===== src/rtl/rom_loader.sv =====
// -----------------------------------------------------------------------------
// rom_loader
//
// Copy engine from the byte-wide boot/data ROM into the 32-bit data memory.
// On an accepted start pulse it streams byte_count bytes starting at src_addr.
// It packs them little-endian (first byte in bits [7:0]) into 32-bit words and
// writes each word to data memory. The first word goes to dst_addr & ~3, and
// each following word goes 4 bytes higher. busy stalls the CPU for the whole
// copy, and done pulses once at the end.
//
// Ports:
//   clk         system clock, rising edge
//   reset       asynchronous, active-high reset
//   start       one-cycle copy request, sampled only while idle
//   src_addr    first ROM byte address
//   dst_addr    dmem byte address of the first word (bits [1:0] ignored)
//   byte_count  number of bytes to copy (0 = complete immediately)
//   rom_addr    ROM read address (one new address per cycle while issuing)
//   rom_data    ROM read data, valid RD_LAT cycles after rom_addr changes
//   mem_we      one-cycle dmem write strobe
//   mem_addr    dmem byte address of the written word (4-aligned)
//   mem_wdata   packed word (unfilled upper lanes of a final word are 0)
//   busy        copy in progress (CPU stall, dmem port muxed to this block)
//   done        one-cycle completion pulse
//   checksum    8-bit modular sum of copied bytes
//               (present only when ROM_LOADER_CHECKSUM_EN is defined)
//
// Parameters:
//   ROM_AW  ROM address width
//   RD_LAT  ROM read latency in cycles, legal range 1..4
//   LEN_W   width of byte_count
//
// Optional feature macro: ROM_LOADER_CHECKSUM_EN
// -----------------------------------------------------------------------------
module rom_loader #(
  parameter int ROM_AW = 16,
  parameter int RD_LAT = 2,
  parameter int LEN_W  = 16
) (
  input  logic              clk,
  input  logic              reset,
  input  logic              start,
  input  logic [ROM_AW-1:0] src_addr,
  input  logic [31:0]       dst_addr,
  input  logic [LEN_W-1:0]  byte_count,
  output logic [ROM_AW-1:0] rom_addr,
  input  logic [7:0]        rom_data,
  output logic              mem_we,
  output logic [31:0]       mem_addr,
  output logic [31:0]       mem_wdata,
  output logic              busy,
`ifdef ROM_LOADER_CHECKSUM_EN
  output logic [7:0]        checksum,
`endif
  output logic              done
);

  typedef enum logic [1:0] {
    IDLE,   // waiting for start
    ISSUE,  // one ROM address per cycle
    DRAIN,  // all addresses issued, waiting for the last write
    FIN     // last write issued; done pulses on the way back to IDLE
  } state_t;

  state_t state, state_nxt;

  // Latched copy parameters and progress counters.
  logic [LEN_W-1:0]  len_q;     // total byte count of the current copy
  logic [LEN_W-1:0]  iss_left;  // addresses still to be issued
  logic [LEN_W-1:0]  rcv_cnt;   // bytes received so far (j)
  logic [ROM_AW-1:0] nxt_addr;  // next ROM address to issue
  logic [31:0]       wr_addr;   // dmem address of the word being packed
  logic [31:0]       pack;      // partially filled word

  // addr_vld marks that rom_addr holds a freshly issued address. vld_pipe
  // delays that mark by RD_LAT cycles so its tap lines up with rom_data.
  logic              addr_vld;
  logic [RD_LAT-1:0] vld_pipe;
  logic              last_wr;   // the strobe now on mem_we is the final one

  // Decodes from the FSM output process.
  logic accept;    // start accepted with a non-zero length
  logic zero_req;  // start accepted with zero length: done only
  logic issue_en;  // issue the next ROM address this cycle

  // Capture-side decodes.
  logic        cap;
  logic [1:0]  lane;
  logic        last_byte;
  logic        wr_now;
  logic [31:0] cap_word;

  // ---------------------------------------------------------------------------
  // FSM: state register
  // ---------------------------------------------------------------------------
  // NOTE: sequential state uses non-blocking (<=) so every flop samples
  // pre-edge values; blocking here would create order-dependent races.
  always_ff @(posedge clk or posedge reset) begin
    if (reset) state <= IDLE;
    else       state <= state_nxt;
  end

  // ---------------------------------------------------------------------------
  // FSM: next-state logic
  // ---------------------------------------------------------------------------
  // NOTE: default assignment first so no path leaves state_nxt unassigned,
  // which would otherwise infer a latch.
  always_comb begin
    state_nxt = state;
    case (state)
      IDLE:  if (accept) state_nxt = ISSUE;
      // iss_left is N-1 on entry because the first address goes out on the
      // accepting edge, so a value <= 1 means this is the last issue cycle.
      ISSUE: if (iss_left <= LEN_W'(1)) state_nxt = DRAIN;
      DRAIN: if (last_wr) state_nxt = FIN;
      FIN:   state_nxt = IDLE;
      default: state_nxt = IDLE;
    endcase
  end

  // ---------------------------------------------------------------------------
  // FSM: output decode
  // ---------------------------------------------------------------------------
  always_comb begin
    busy     = (state != IDLE);
    accept   = (state == IDLE) && start && (byte_count != '0);
    zero_req = (state == IDLE) && start && (byte_count == '0);
    issue_en = (state == ISSUE) && (iss_left != '0);
  end

  // A token leaving the delay line means rom_data now holds byte rcv_cnt.
  assign cap       = vld_pipe[RD_LAT-1];
  assign lane      = rcv_cnt[1:0];
  assign last_byte = (rcv_cnt == len_q - LEN_W'(1));
  assign wr_now    = cap && ((lane == 2'd3) || last_byte);
  assign cap_word  = pack | (32'(rom_data) << {lane, 3'b000});

  // ---------------------------------------------------------------------------
  // Datapath: address issue, byte capture/pack, write strobe, done pulse
  // ---------------------------------------------------------------------------
  // NOTE: every datapath flop is in the async reset. A reset mid-copy must
  // drop the partial word and the in-flight tokens, not just the FSM.
  always_ff @(posedge clk or posedge reset) begin
    if (reset) begin
      len_q     <= '0;
      iss_left  <= '0;
      rcv_cnt   <= '0;
      nxt_addr  <= '0;
      wr_addr   <= '0;
      pack      <= '0;
      addr_vld  <= 1'b0;
      vld_pipe  <= '0;
      last_wr   <= 1'b0;
      rom_addr  <= '0;
      mem_we    <= 1'b0;
      mem_addr  <= '0;
      mem_wdata <= '0;
      done      <= 1'b0;
    end else begin
      addr_vld    <= 1'b0;
      mem_we      <= 1'b0;
      last_wr     <= 1'b0;
      vld_pipe[0] <= addr_vld;
      for (int k = 1; k < RD_LAT; k++) vld_pipe[k] <= vld_pipe[k-1];

      // done covers both the zero-length request and normal completion.
      done <= zero_req || (state == FIN);

      if (accept) begin
        // The first address is issued directly from the request. This keeps
        // issue gapless and lands the first write at RD_LAT+4.
        len_q    <= byte_count;
        iss_left <= byte_count - LEN_W'(1);
        rcv_cnt  <= '0;
        rom_addr <= src_addr;
        nxt_addr <= src_addr + ROM_AW'(1);
        addr_vld <= 1'b1;
        wr_addr  <= {dst_addr[31:2], 2'b00};
        pack     <= '0;
      end else if (issue_en) begin
        rom_addr <= nxt_addr;
        nxt_addr <= nxt_addr + ROM_AW'(1);
        iss_left <= iss_left - LEN_W'(1);
        addr_vld <= 1'b1;
      end

      if (cap) begin
        rcv_cnt <= rcv_cnt + LEN_W'(1);
        if (wr_now) begin
          // The word is written straight from the capture so that no byte
          // waits an extra cycle. The pack register restarts empty.
          mem_we    <= 1'b1;
          mem_addr  <= wr_addr;
          mem_wdata <= cap_word;
          wr_addr   <= wr_addr + 32'd4;
          pack      <= '0;
          last_wr   <= last_byte;
        end else begin
          pack <= cap_word;
        end
      end
    end
  end

`ifdef ROM_LOADER_CHECKSUM_EN
  // ---------------------------------------------------------------------------
  // Running 8-bit sum of every captured byte. It restarts on an accepted
  // start and holds after done until the next accepted start.
  // ---------------------------------------------------------------------------
  logic [7:0] csum_q;

  always_ff @(posedge clk or posedge reset) begin
    if (reset)       csum_q <= '0;
    else if (accept) csum_q <= '0;
    else if (cap)    csum_q <= csum_q + rom_data;
  end

  assign checksum = csum_q;
`endif

endmodule


===== config.mk =====
export PLATFORM = sky130hd
export DESIGN_NAME = rom_loader
export DESIGN_NICKNAME = d
export VERILOG_FILES = /design/src/rtl/rom_loader.sv
export SDC_FILE = /design/constraint.sdc
export NUM_CORES = 1
export LEC_CHECK = 0
export ABC_AREA = 1
export BUFFER_PORTS_ARGS = -buffer_cell sky130_fd_sc_hd__buf_2
export CORE_MARGIN = 4
export CORE_UTILIZATION = 50
export CTS_CLUSTER_SIZE = 30
export DETAILED_ROUTE_END_ITERATION = 10
export PLACE_DENSITY_LB_ADDON = 0.3
export RECOVER_POWER = 50
export SYNTH_ARGS = -nofsm -noshare
export SYNTH_HDL_FRONTEND = slang
export SYNTH_SLANG_ARGS = --single-unit

===== constraint.sdc =====
create_clock -name clk -period 10.6 [get_ports clk]
set_input_delay 2.12 -clock clk [delete_from_list [all_inputs] [get_ports clk]]
set_output_delay 2.12 -clock clk [all_outputs]
set_load 0.1 [all_outputs]

## After elaboration in Yosys (flattened, before gate mapping)

Cells that the tools add are included.

- Bits in registers: 216
- Input port bits: 75
- Output and inout port bits: 83

- Add/sub/neg operators: 7
- $lt $le $gt $ge: 1
- Equal/unequal tests: 8
- Shift-type cells: 1
- Multiplexer cells: 24
- Bitwise gates (word level): 1
- Reductions and logical operators: 16

Operators by type and width:

| cell | count |
|---|---|
| $mux 32 | 6 |
| $mux 16 | 8 |
| $add 16x1->16 const B | 3 |
| $sub 16x1->16 const B | 3 |
| $add 32x3->32 const B | 1 |
| $or 32x32->32 | 1 |
| $reduce_bool 16->1 | 2 |
| $shl 8x5->32 | 1 |
| $eq 16x16->1 | 1 |
| $le 16x1->1 const B | 1 |
| $logic_not 16->1 | 1 |
| $pmux 2 s4 | 1 |
| $eq 2x2->1 const B | 3 |
| $mux 1 | 6 |
| $mux 2 | 3 |
| $ne 2x2->1 const B | 3 |
| $reduce_bool 2->1 | 3 |
| $logic_and 1x1->1 | 5 |
| $reduce_and 3->1 | 1 |
| $eq 2x1->1 const B | 1 |
| $logic_not 2->1 | 1 |
| $logic_or 1x1->1 | 2 |
| $reduce_and 2->1 | 1 |

## Logic depth before layout (Yosys ltp)

Gate-level depths: netlist of run 1.

- Depth in word-level cells: 6
- Gate-level depth with buffers: 19
- Gate-level depth less buffers: 17

## Worst setup path before layout of run 1

No wires, ideal clock.

- Kind: input -> register
- Start point: input byte_count[1]
- End point: register nxt_addr[8]
- Setup time: 0.118 ns
- Data arrival time: 3.901 ns
- Required time: 10.482 ns
- Setup slack: 6.581 ns
- Stages: 15
- Buffers on the path: 1
- Path through: inv_1 > ha_1 > nand2_2 > nor2_2 > nand2_2 > nand2_2 > buf_6 > nand2_1 > nand2_1 > ha_1 > nand3_1 > nor3_2 > nand3_1 > nand3_1 > nand2_1

- Longest elaborated chain between the ends: 3
- Elaborated cells on any way between the ends: 4
- Those cells by class: mux: 1; reduce/logical: 3

RTL lines:

| element | RTL line | RTL |
|---|---|---|
| from (decl) | 45 | `input logic [LEN_W-1:0] byte_count,` |
| $reduce_bool 16->1 (*) | 126 | `accept = (state == IDLE) && start && (byte_count != '0);` |
| $logic_and 1x1->1 (*) | 126 |  |
| $mux 16 / $reduce_bool 2->1 (equally long branches) | n/a |  |
| to (signal assigned) | 176 | `nxt_addr <= src_addr + ROM_AW'(1);` |
| to (signal assigned) | 182 | `nxt_addr <= nxt_addr + ROM_AW'(1);` |
| to (decl) | 71 | `logic [ROM_AW-1:0] nxt_addr;` |

Every way passes the cells marked *; elsewhere a longest branch is shown, timed or not.
A chain may end at the register's enable or synchronous reset.

## Worst setup path after layout of run 1

- Start point: register vld_pipe[1]
- End point: register pack[7]

- Longest elaborated chain between the ends: 3
- Elaborated cells on any way between the ends: 4
- Those cells by class: mux: 2; reduce/logical: 2

RTL lines:

| element | RTL line | RTL |
|---|---|---|
| from (decl) | 78 | `logic [RD_LAT-1:0] vld_pipe;` |
| from (signal assigned) | 152 | `vld_pipe <= '0;` |
| $logic_and 1x1->1 | 135 | `assign wr_now = cap && ((lane == 2'd3) \|\| last_byte);` |
| $mux 32 | 189 | `if (wr_now) begin` |
| $mux 32 | 187 | `if (cap) begin` |
| to (signal assigned) | 199 | `pack <= cap_word;` |
| to (decl) | 73 | `logic [31:0] pack;` |

Parallel ways exist; a longest one is shown, timed or not.

==> metrics.txt, run 1 <==
# TYPE chip_impl_metric gauge
chip_impl_info{name="outcome",value="finished with violations"} 1
chip_impl_info{name="violations",value="max-capacitance violations, max-slew violations"} 1
chip_impl_metric{name="synth_xor_xnor_area_share",unit=""} 0.0407
chip_impl_metric{name="area_growth_syn_to_layout",unit="%"} 13.9
chip_impl_metric{name="slew_limit_headroom",unit=""} -3.07
chip_impl_metric{name="synthAdderAreaFrac",unit=""} 0.0127
chip_impl_metric{name="gpl.final_weighted_congestion",unit=""} 0.870
chip_impl_info{name="crit_path_start_kind",value="register"} 1
chip_impl_metric{name="numClockSinks",unit=""} 216
chip_impl_metric{name="timing_max_transition_violations_final",unit=""} 238
chip_impl_metric{name="critPathRequiredTime",unit="ns"} 10.95
chip_impl_metric{name="critical_path.max_fanout",unit=""} 97
chip_impl_info{name="hold_path.class",value="register to register"} 1
chip_impl_metric{name="drt_wl_total",unit="um"} 29800
chip_impl_info{name="cts-root-buf",value="clkbuf_16"} 1
chip_impl_metric{name="synth-edff-count",unit=""} 0
chip_impl_metric{name="design.die.area",unit="um2"} 26200
chip_impl_metric{name="synth_cell_types",unit=""} 42
chip_impl_metric{name="via_count_of_the_first_global_routing_pass",unit=""} 10100
chip_impl_metric{name="dieHeight",unit="um"} 162
chip_impl_info{name="worstSetupEndpointType",value="register"} 1
chip_impl_metric{name="clk_path_buf_depth",unit=""} 3
chip_impl_metric{name="syn_inst",unit=""} 1609
chip_impl_metric{name="cellPowerDensity",unit="nW/um2"} 363
chip_impl_metric{name="i_o_pins",unit=""} 158
chip_impl_metric{name="ys_seq_elements",unit=""} 216
chip_impl_metric{name="worst_slack",unit="ns"} 3.55
chip_impl_metric{name="vdd_drop_max",unit="V"} 0.000246
chip_impl_metric{name="placement.setup.worst_slack",unit="ns"} 4.72
chip_impl_metric{name="fillerInstances",unit=""} 2297
chip_impl_metric{name="dieWidth",unit="um"} 162
chip_impl_info{name="grt_setup_unrepaired",value="false"} 1
chip_impl_metric{name="worstSkewPairLatency",unit="ns"} 0.52
chip_impl_metric{name="insertedDiodeCount",unit=""} 0
chip_impl_metric{name="hold_slack",unit="ns"} 0.350
chip_impl_metric{name="drt_pass1_iterations",unit=""} 6
chip_impl_metric{name="postCtsResizedCells",unit=""} 0
chip_impl_metric{name="worst_slew_pin_slew",unit="ns"} 6.07
chip_impl_metric{name="routed-via-count",unit=""} 10800
chip_impl_metric{name="post_detailed_route_via_to_cell_ratio",unit=""} 5.25
chip_impl_info{name="crit_path_cell_trace",value="clkbuf_1 > clkinv_1 > nand2_1 > buf_4 > o22ai_1"} 1
chip_impl_metric{name="period_share",unit=""} 0.665
chip_impl_metric{name="p_leak",unit="uW"} 0.00667
chip_impl_metric{name="period_needed",unit="ns"} 7.05
chip_impl_metric{name="setup_violations",unit=""} 0
chip_impl_metric{name="tns",unit="ns"} 0
chip_impl_metric{name="muxShareOfSynthArea",unit=""} 0.000845
chip_impl_info{name="critPathKind",value="register to register"} 1
chip_impl_metric{name="synth_compound_gate_area_share",unit=""} 0.0910
chip_impl_metric{name="nNetsFinal",unit=""} 1811
chip_impl_metric{name="max-cap-violations",unit=""} 2
chip_impl_info{name="critical_path.slowest_cell",value="clkbuf_1"} 1
chip_impl_metric{name="clock_skew",unit="ns"} 0.0145
chip_impl_metric{name="grt_use_total",unit=""} 0.223
chip_impl_metric{name="cts.repair_timing.setup_buffer_count",unit=""} 0
chip_impl_metric{name="yosysSeqAreaShare",unit=""} 0.456
chip_impl_metric{name="ant_nets",unit=""} 0
chip_impl_metric{name="synthesis.area",unit="um2"} 11900
chip_impl_metric{name="globalRouteOverflowTotal",unit=""} 0
chip_impl_metric{name="worstPathArrival",unit="ns"} 7.40
chip_impl_metric{name="max_stage_delay",unit="ns"} 3.03
chip_impl_metric{name="timing.final.hold_violations",unit=""} 0
chip_impl_info{name="tritoncts",value="built"} 1
chip_impl_metric{name="max_clock_freq",unit="MHz"} 142
chip_impl_info{name="synth_top_flop_cell",value="dfrtp_1"} 1
chip_impl_metric{name="cts_hold_buf",unit=""} 0
chip_impl_metric{name="floorplan.core_area",unit="um2"} 23400
chip_impl_metric{name="cts.clk_slew.worst_paths",unit="ns"} 0.06
chip_impl_metric{name="yosys.area_share.simple",unit=""} 0.322
chip_impl_metric{name="input_output_buffers",unit=""} 155
chip_impl_metric{name="synth-warning-count",unit=""} 0
chip_impl_metric{name="htree_num_levels",unit=""} 1
chip_impl_metric{name="antenna_found_initial",unit=""} 0
chip_impl_metric{name="dr.first_iter.drc_count",unit=""} 793
chip_impl_metric{name="grt_first_pass_wirelength",unit="um"} 49900
chip_impl_metric{name="post-dp-hpwl",unit="um"} 20000
chip_impl_metric{name="drt_drc_violations_left",unit=""} 0
chip_impl_metric{name="synth.avg_cell_area",unit="um2"} 7.36
chip_impl_metric{name="final_layout_size_suffix_gt1_frac",unit=""} 0.0861
chip_impl_metric{name="starting_density_of_the_core",unit=""} 0.506
chip_impl_metric{name="cts_buffers",unit=""} 25
chip_impl_metric{name="grt_max_degree",unit=""} 140
chip_impl_info{name="synth_top_family_by_area",value="simple AND/OR/NAND/NOR gates"} 1
chip_impl_metric{name="synth-async-reset-ratio",unit=""} 1.00
chip_impl_metric{name="row_count",unit=""} 56
chip_impl_metric{name="detail_routed_net_length_per_standard_cell",unit="um"} 14.5
chip_impl_metric{name="synth_nets",unit=""} 1696
[path summary, 6_finish.rpt]
kind | endpoint | depth (start not counted) | slack (ns) | from
setup reg to reg | pack[7]$_DFFE_PP0P_ | 5 | 3.55 | vld_pipe[1]$_DFF_PP0_
max in group asynchronous | iss_left[2]$_DFFE_PP0P_ | 3 | 4.18 | reset
hold / removal | vld_pipe[0]$_DFF_PP0_ | 0 | 0.35 | addr_vld$_DFF_PP0_
hold reg to reg | vld_pipe[0]$_DFF_PP0_ | 0 | 0.35 | addr_vld$_DFF_PP0_
min in group asynchronous | mem_addr[20]$_DFFE_PP0P_ | 2 | 3.50 | reset
setup / recovery | pack[7]$_DFFE_PP0P_ | 5 | 3.55 | vld_pipe[1]$_DFF_PP0_
[power breakdown]
group	switching, uW	internal (uW)
clock	347	553
sequential	297	1170
combinational	2020	516
[area by class of cell]
type | instances | area, um2 | share of cell area
multi-input cells | 1171 | 5530 | 0.410
flip-flops and latches | 216 | 5410 | 0.400
repair buffers | 163 | 729 | 0.0540
clock buffers | 32 | 722 | 0.0535
inverters | 147 | 553 | 0.0410
well taps | 319 | 399 | 0.0296
clock inverters | 14 | 154 | 0.0114
[stage by stage]
| step | instance area (um2) | std cells | util | power [uW] |
|---|---|---|---|---|
| 6_report | 13500 | 2062 | 0.577 | 4900 |
| 5_1_grt | 13500 | 2062 | 0.577 | 5240 |
| 3_5_place_dp | 12700 | 2016 | 0.544 | 4040 |
| 2_1_floorplan | 11900 | 1609 | - | 3550 |
| 3_3_place_gp | 12700 | 2016 | 0.544 | 3990 |
| 4_1_cts | 13600 | 2062 | 0.582 | 4960 |
[metal layers]
layer	up-vias	track usage	wire [um]
met5	-	0	0
met4	0	0.0511	641
met3	42	0.0299	1920
met2	354	0.346	13100
met1	4993	0.337	14200
li1	5437	-	-
[cell usage in the layout (no fill, tap or decap), types with 25 or more instances in the layout]
cell       synthesis  routed
nand2_1          565     566
clkbuf_16          0      25
nand3_1          163     163
xor2_1            37      37
o21ai_0          102     102
buf_2             25      73
inv_1            140     138
clkbuf_1          37      83
dfrtp_1          216     216
nor2_1           112     112
o22ai_1           35      35
[logic make-up after synthesis]
family	count (synthesis)
AND/OR/NAND/NOR	913
AO/OA/AOI/OAI	190
XOR/XNOR	55
flip-flops	216
multiplexers	1
adder cells (fa/ha/maj)	12
buffers and inverters	222
[synth_stat cells (4+ instances only)]
| cell | instances | share of area |
|---|---|---|
| a21oi_1 | 22 | 0.0093 |
| a31oi_1 | 5 | 0.0026 |
| buf_1 | 5 | 0.0016 |
| buf_2 | 25 | 0.011 |
| buf_6 | 5 | 0.0048 |
| clkbuf_1 | 37 | 0.012 |
| dfrtp_1 | 216 | 0.46 |
| ha_1 | 12 | 0.013 |
| inv_1 | 140 | 0.044 |
| inv_2 | 4 | 0.0013 |
| nand2_1 | 565 | 0.18 |
| nand2_2 | 5 | 0.0026 |
| nand3_1 | 163 | 0.069 |
| nand3b_1 | 4 | 0.0025 |
| nand4_1 | 19 | 0.010 |
| nor2_1 | 112 | 0.035 |
| nor2_2 | 7 | 0.0037 |
| nor3_1 | 22 | 0.0093 |
| nor4_1 | 9 | 0.0048 |
| o211ai_1 | 6 | 0.0038 |
| o21ai_0 | 102 | 0.043 |
| o22ai_1 | 35 | 0.018 |
| xnor2_1 | 18 | 0.013 |
| xor2_1 | 37 | 0.027 |
[sequential cells by signal, indices dropped and copies added (netlist names), 16 cells and up]
| register | count |
|---|---|
| iss_left | 16 |
| len_q | 16 |
| mem_addr | 32 |
| mem_wdata | 32 |
| nxt_addr | 16 |
| pack | 32 |
| rcv_cnt | 16 |
| rom_addr | 16 |
| wr_addr | 32 |
[worst max-delay path: cells and delay by family (launching register included)]
family	cells	cell delay, ns
AOI/OAI and AO/OA	1	0.14
buffers and inverters	3	4.83
DFF	1	1.24
and+or+nand+nor	1	0.62
(Power assumes the default switching activity.)
==> inputs of run 2 (changes only) <==
==> constraint.sdc (replaced) <==
create_clock -name clk -period 7.3 [get_ports clk]
set_input_delay 1.46 -clock clk [delete_from_list [all_inputs] [get_ports clk]]
set_output_delay 1.46 -clock clk [all_outputs]
set_load 0.1 [all_outputs]
==> run 2 against run 1 <==
  * Die area is the same
  * The flow still finishes with violations (max-capacitance violations, max-slew violations)
  * Sequential power grew 45%
  * Power grew 43%
  * Register-to-register slack lost 0.35 ns
  * Count of clock-buffer cells in the layout grew 4
  * Clock power grew 33%
==> metrics.txt, run 2 (synthesized netlist as in run 1, its figures left out) <==
# TYPE chip_impl_metric gauge
chip_impl_info{name="outcome",value="finished with violations"} 1
chip_impl_info{name="violations",value="max-capacitance violations, max-slew violations"} 1
chip_impl_metric{name="routed-via-count",unit=""} 10900
chip_impl_metric{name="starting_density_of_the_core",unit=""} 0.506
chip_impl_info{name="layout_commonest_cell",value="nand2_1"} 1
chip_impl_metric{name="critPathRequiredTime",unit="ns"} 7.23
chip_impl_metric{name="grt_use_total",unit=""} 0.225
chip_impl_metric{name="tns",unit="ns"} 0
chip_impl_metric{name="cts_hold_buf",unit=""} 0
chip_impl_metric{name="area_growth_syn_to_layout",unit="%"} 13.5
chip_impl_metric{name="clockPowerShare",unit=""} 0.171
chip_impl_metric{name="period_share",unit=""} 0.706
chip_impl_metric{name="i_o_pins",unit=""} 158
chip_impl_metric{name="design.die.area",unit="um2"} 26200
chip_impl_metric{name="nNetsFinal",unit=""} 1812
chip_impl_metric{name="post-dp-hpwl",unit="um"} 20500
chip_impl_info{name="cts-root-buf",value="clkbuf_16"} 1
chip_impl_metric{name="post-route-util",unit=""} 0.575
chip_impl_metric{name="critical_path.max_fanout",unit=""} 55
chip_impl_metric{name="dieWidth",unit="um"} 162
chip_impl_metric{name="dr.first_iter.drc_count",unit=""} 795
chip_impl_metric{name="cts.clk_slew.worst_paths",unit="ns"} 0.06
chip_impl_metric{name="cts.repair_timing.setup_buffer_count",unit=""} 0
chip_impl_metric{name="drt_wl_total",unit="um"} 30000
chip_impl_metric{name="seq_power_share",unit=""} 0.302
chip_impl_info{name="timing.critical_path.to",value="rom_addr[0]$_DFFE_PP0P_"} 1
chip_impl_info{name="tritoncts",value="built"} 1
chip_impl_metric{name="ff2ff_setup_slack",unit="ns"} 3.20
chip_impl_metric{name="post_detailed_route_via_to_cell_ratio",unit=""} 5.31
chip_impl_metric{name="worstPathArrival",unit="ns"} 5.09
chip_impl_metric{name="switching_share",unit=""} 0.549
chip_impl_metric{name="vdd_drop_max",unit="V"} 0.000341
chip_impl_metric{name="detail_routed_net_length_per_standard_cell",unit="um"} 14.5
chip_impl_info{name="critPathKind",value="input port to asynchronous set/reset pin"} 1
chip_impl_metric{name="combPwrFrac",unit=""} 0.527
chip_impl_metric{name="grt_first_pass_wirelength",unit="um"} 50400
chip_impl_metric{name="setup_violations",unit=""} 0
chip_impl_metric{name="insertedDiodeCount",unit=""} 0
chip_impl_metric{name="final_layout_size_suffix_gt1_frac",unit=""} 0.0930
chip_impl_metric{name="cellInternalPower",unit="uW"} 3170
chip_impl_metric{name="row_count",unit=""} 56
chip_impl_metric{name="period_needed",unit="ns"} 5.15
chip_impl_metric{name="max-cap-violations",unit=""} 3
chip_impl_metric{name="timing_max_transition_violations_final",unit=""} 162
chip_impl_info{name="mostFrequentLayoutCells",value="nand2_1, dfrtp_1, nand3_1"} 1
chip_impl_info{name="r2r_start",value="state[0]$_DFFE_PP0P_"} 1
chip_impl_metric{name="cellPowerDensity",unit="nW/um2"} 522
chip_impl_metric{name="via_count_of_the_first_global_routing_pass",unit=""} 10300
chip_impl_metric{name="slew_limit_headroom",unit=""} -1.04
chip_impl_metric{name="numClockSinks",unit=""} 216
chip_impl_metric{name="drt_pass1_iterations",unit=""} 7
chip_impl_metric{name="clk_path_buf_depth",unit=""} 3
chip_impl_metric{name="input_output_buffers",unit=""} 155
chip_impl_metric{name="gpl.final_weighted_congestion",unit=""} 0.898
chip_impl_metric{name="grt_max_degree",unit=""} 105
chip_impl_metric{name="globalRouteOverflowTotal",unit=""} 0
chip_impl_metric{name="clock_skew",unit="ns"} 0.0202
chip_impl_info{name="critPathLaunch",value="reset"} 1
chip_impl_metric{name="worst_slew_pin_slew",unit="ns"} 3.06
chip_impl_metric{name="postCtsResizedCells",unit=""} 0
chip_impl_info{name="crit_path_start_kind",value="input port"} 1
chip_impl_metric{name="floorplan.core_area",unit="um2"} 23400
chip_impl_info{name="hold_path.class",value="register to register"} 1
chip_impl_metric{name="timing.final.hold_violations",unit=""} 0
chip_impl_info{name="worstSetupEndpointType",value="asynchronous set/reset pin"} 1
chip_impl_metric{name="drt_drc_violations_left",unit=""} 0
chip_impl_metric{name="max_clock_freq",unit="MHz"} 194
chip_impl_metric{name="worstSkewPairLatency",unit="ns"} 0.52
chip_impl_metric{name="reg2regPathDepth",unit=""} 15
chip_impl_metric{name="htree_num_levels",unit=""} 1
chip_impl_metric{name="switchingPower",unit="uW"} 3850
chip_impl_info{name="grt_setup_unrepaired",value="false"} 1
chip_impl_metric{name="antenna_found_initial",unit=""} 0
chip_impl_metric{name="ant_nets",unit=""} 0
chip_impl_metric{name="dieHeight",unit="um"} 162
chip_impl_info{name="r2r-end",value="nxt_addr[11]$_DFFE_PP0P_"} 1
chip_impl_metric{name="p_leak",unit="uW"} 0.00670
chip_impl_metric{name="cts_buffers",unit=""} 24
run 2: changes by cell type in the layout (fill, tap and decap cells not counted), moves of 2 or more:
cell	previous run	this run
buf_2	73	91
clkinv_2	8	4
clkinvlp_4	2	0
bufinv_16	3	1
clkbuf_1	83	70
run 2: worst max-delay path, stage by stage:
cell and delay (ns):
buf_2 0.10, clkinvlp_2 1.19, clkbuf_1 2.23
run 2: layout make-up:
| class | instances | area [um2] |
|---|---|---|
| flip-flops and latches | 216 | 5410 |
| multi-input cells | 1171 | 5530 |
| clock inverters | 6 | 66.3 |
| repair buffers | 165 | 763 |
| clock buffers | 36 | 726 |
| well taps | 319 | 399 |
| fillers | 2291 | 9950 |
| inverters | 147 | 553 |
run 2: worst min-delay path by stage:
stage	start	depth (start not counted)	slack (ns)	endpoint
2_1_floorplan	addr_vld$_DFF_PP0_	0	0.33	vld_pipe[0]$_DFF_PP0_
3_3_place_gp	addr_vld$_DFF_PP0_	0	0.33	vld_pipe[0]$_DFF_PP0_
3_5_place_dp	addr_vld$_DFF_PP0_	0	0.34	vld_pipe[0]$_DFF_PP0_
4_1_cts	addr_vld$_DFF_PP0_	0	0.34	vld_pipe[0]$_DFF_PP0_
5_1_grt	addr_vld$_DFF_PP0_	0	0.35	vld_pipe[0]$_DFF_PP0_
6_report	addr_vld$_DFF_PP0_	0	0.34	vld_pipe[0]$_DFF_PP0_
run 2: metrics by stage:
| stage | setup slack, ns | std cells | hold slack, ns | cell area [um2] | power, uW |
|---|---|---|---|---|---|
| after floorplan | 3.03 | 1609 | 0.331 | 11900 | 5160 |
| after global placement | 2.18 | 2018 | 0.332 | 12800 | 5790 |
| after detailed placement | 2.12 | 2018 | 0.337 | 12800 | 5870 |
| after CTS | 2.64 | 2060 | 0.344 | 13500 | 7100 |
| after global routing | 1.20 | 2060 | 0.351 | 13500 | 7500 |
| final | 2.15 | 2060 | 0.342 | 13500 | 7030 |
run 2: per-layer routing:
metal  vias up  GRT usage  wire length, um
li1       5421          -                -
met1      5117      0.340            14200
met2       351      0.348            13300
met3        43     0.0294             1820
met4         0     0.0511              635
met5         -          0                0
run 2: power groups by stage:
stage,logic (uW),clock network (uW),registers [uW]
floorplan,1690,0,3470
global placement,3680,0,2110
detailed placement,3740,0,2120
CTS,3760,1230,2110
global route,4040,1280,2180
finish,3700,1200,2120
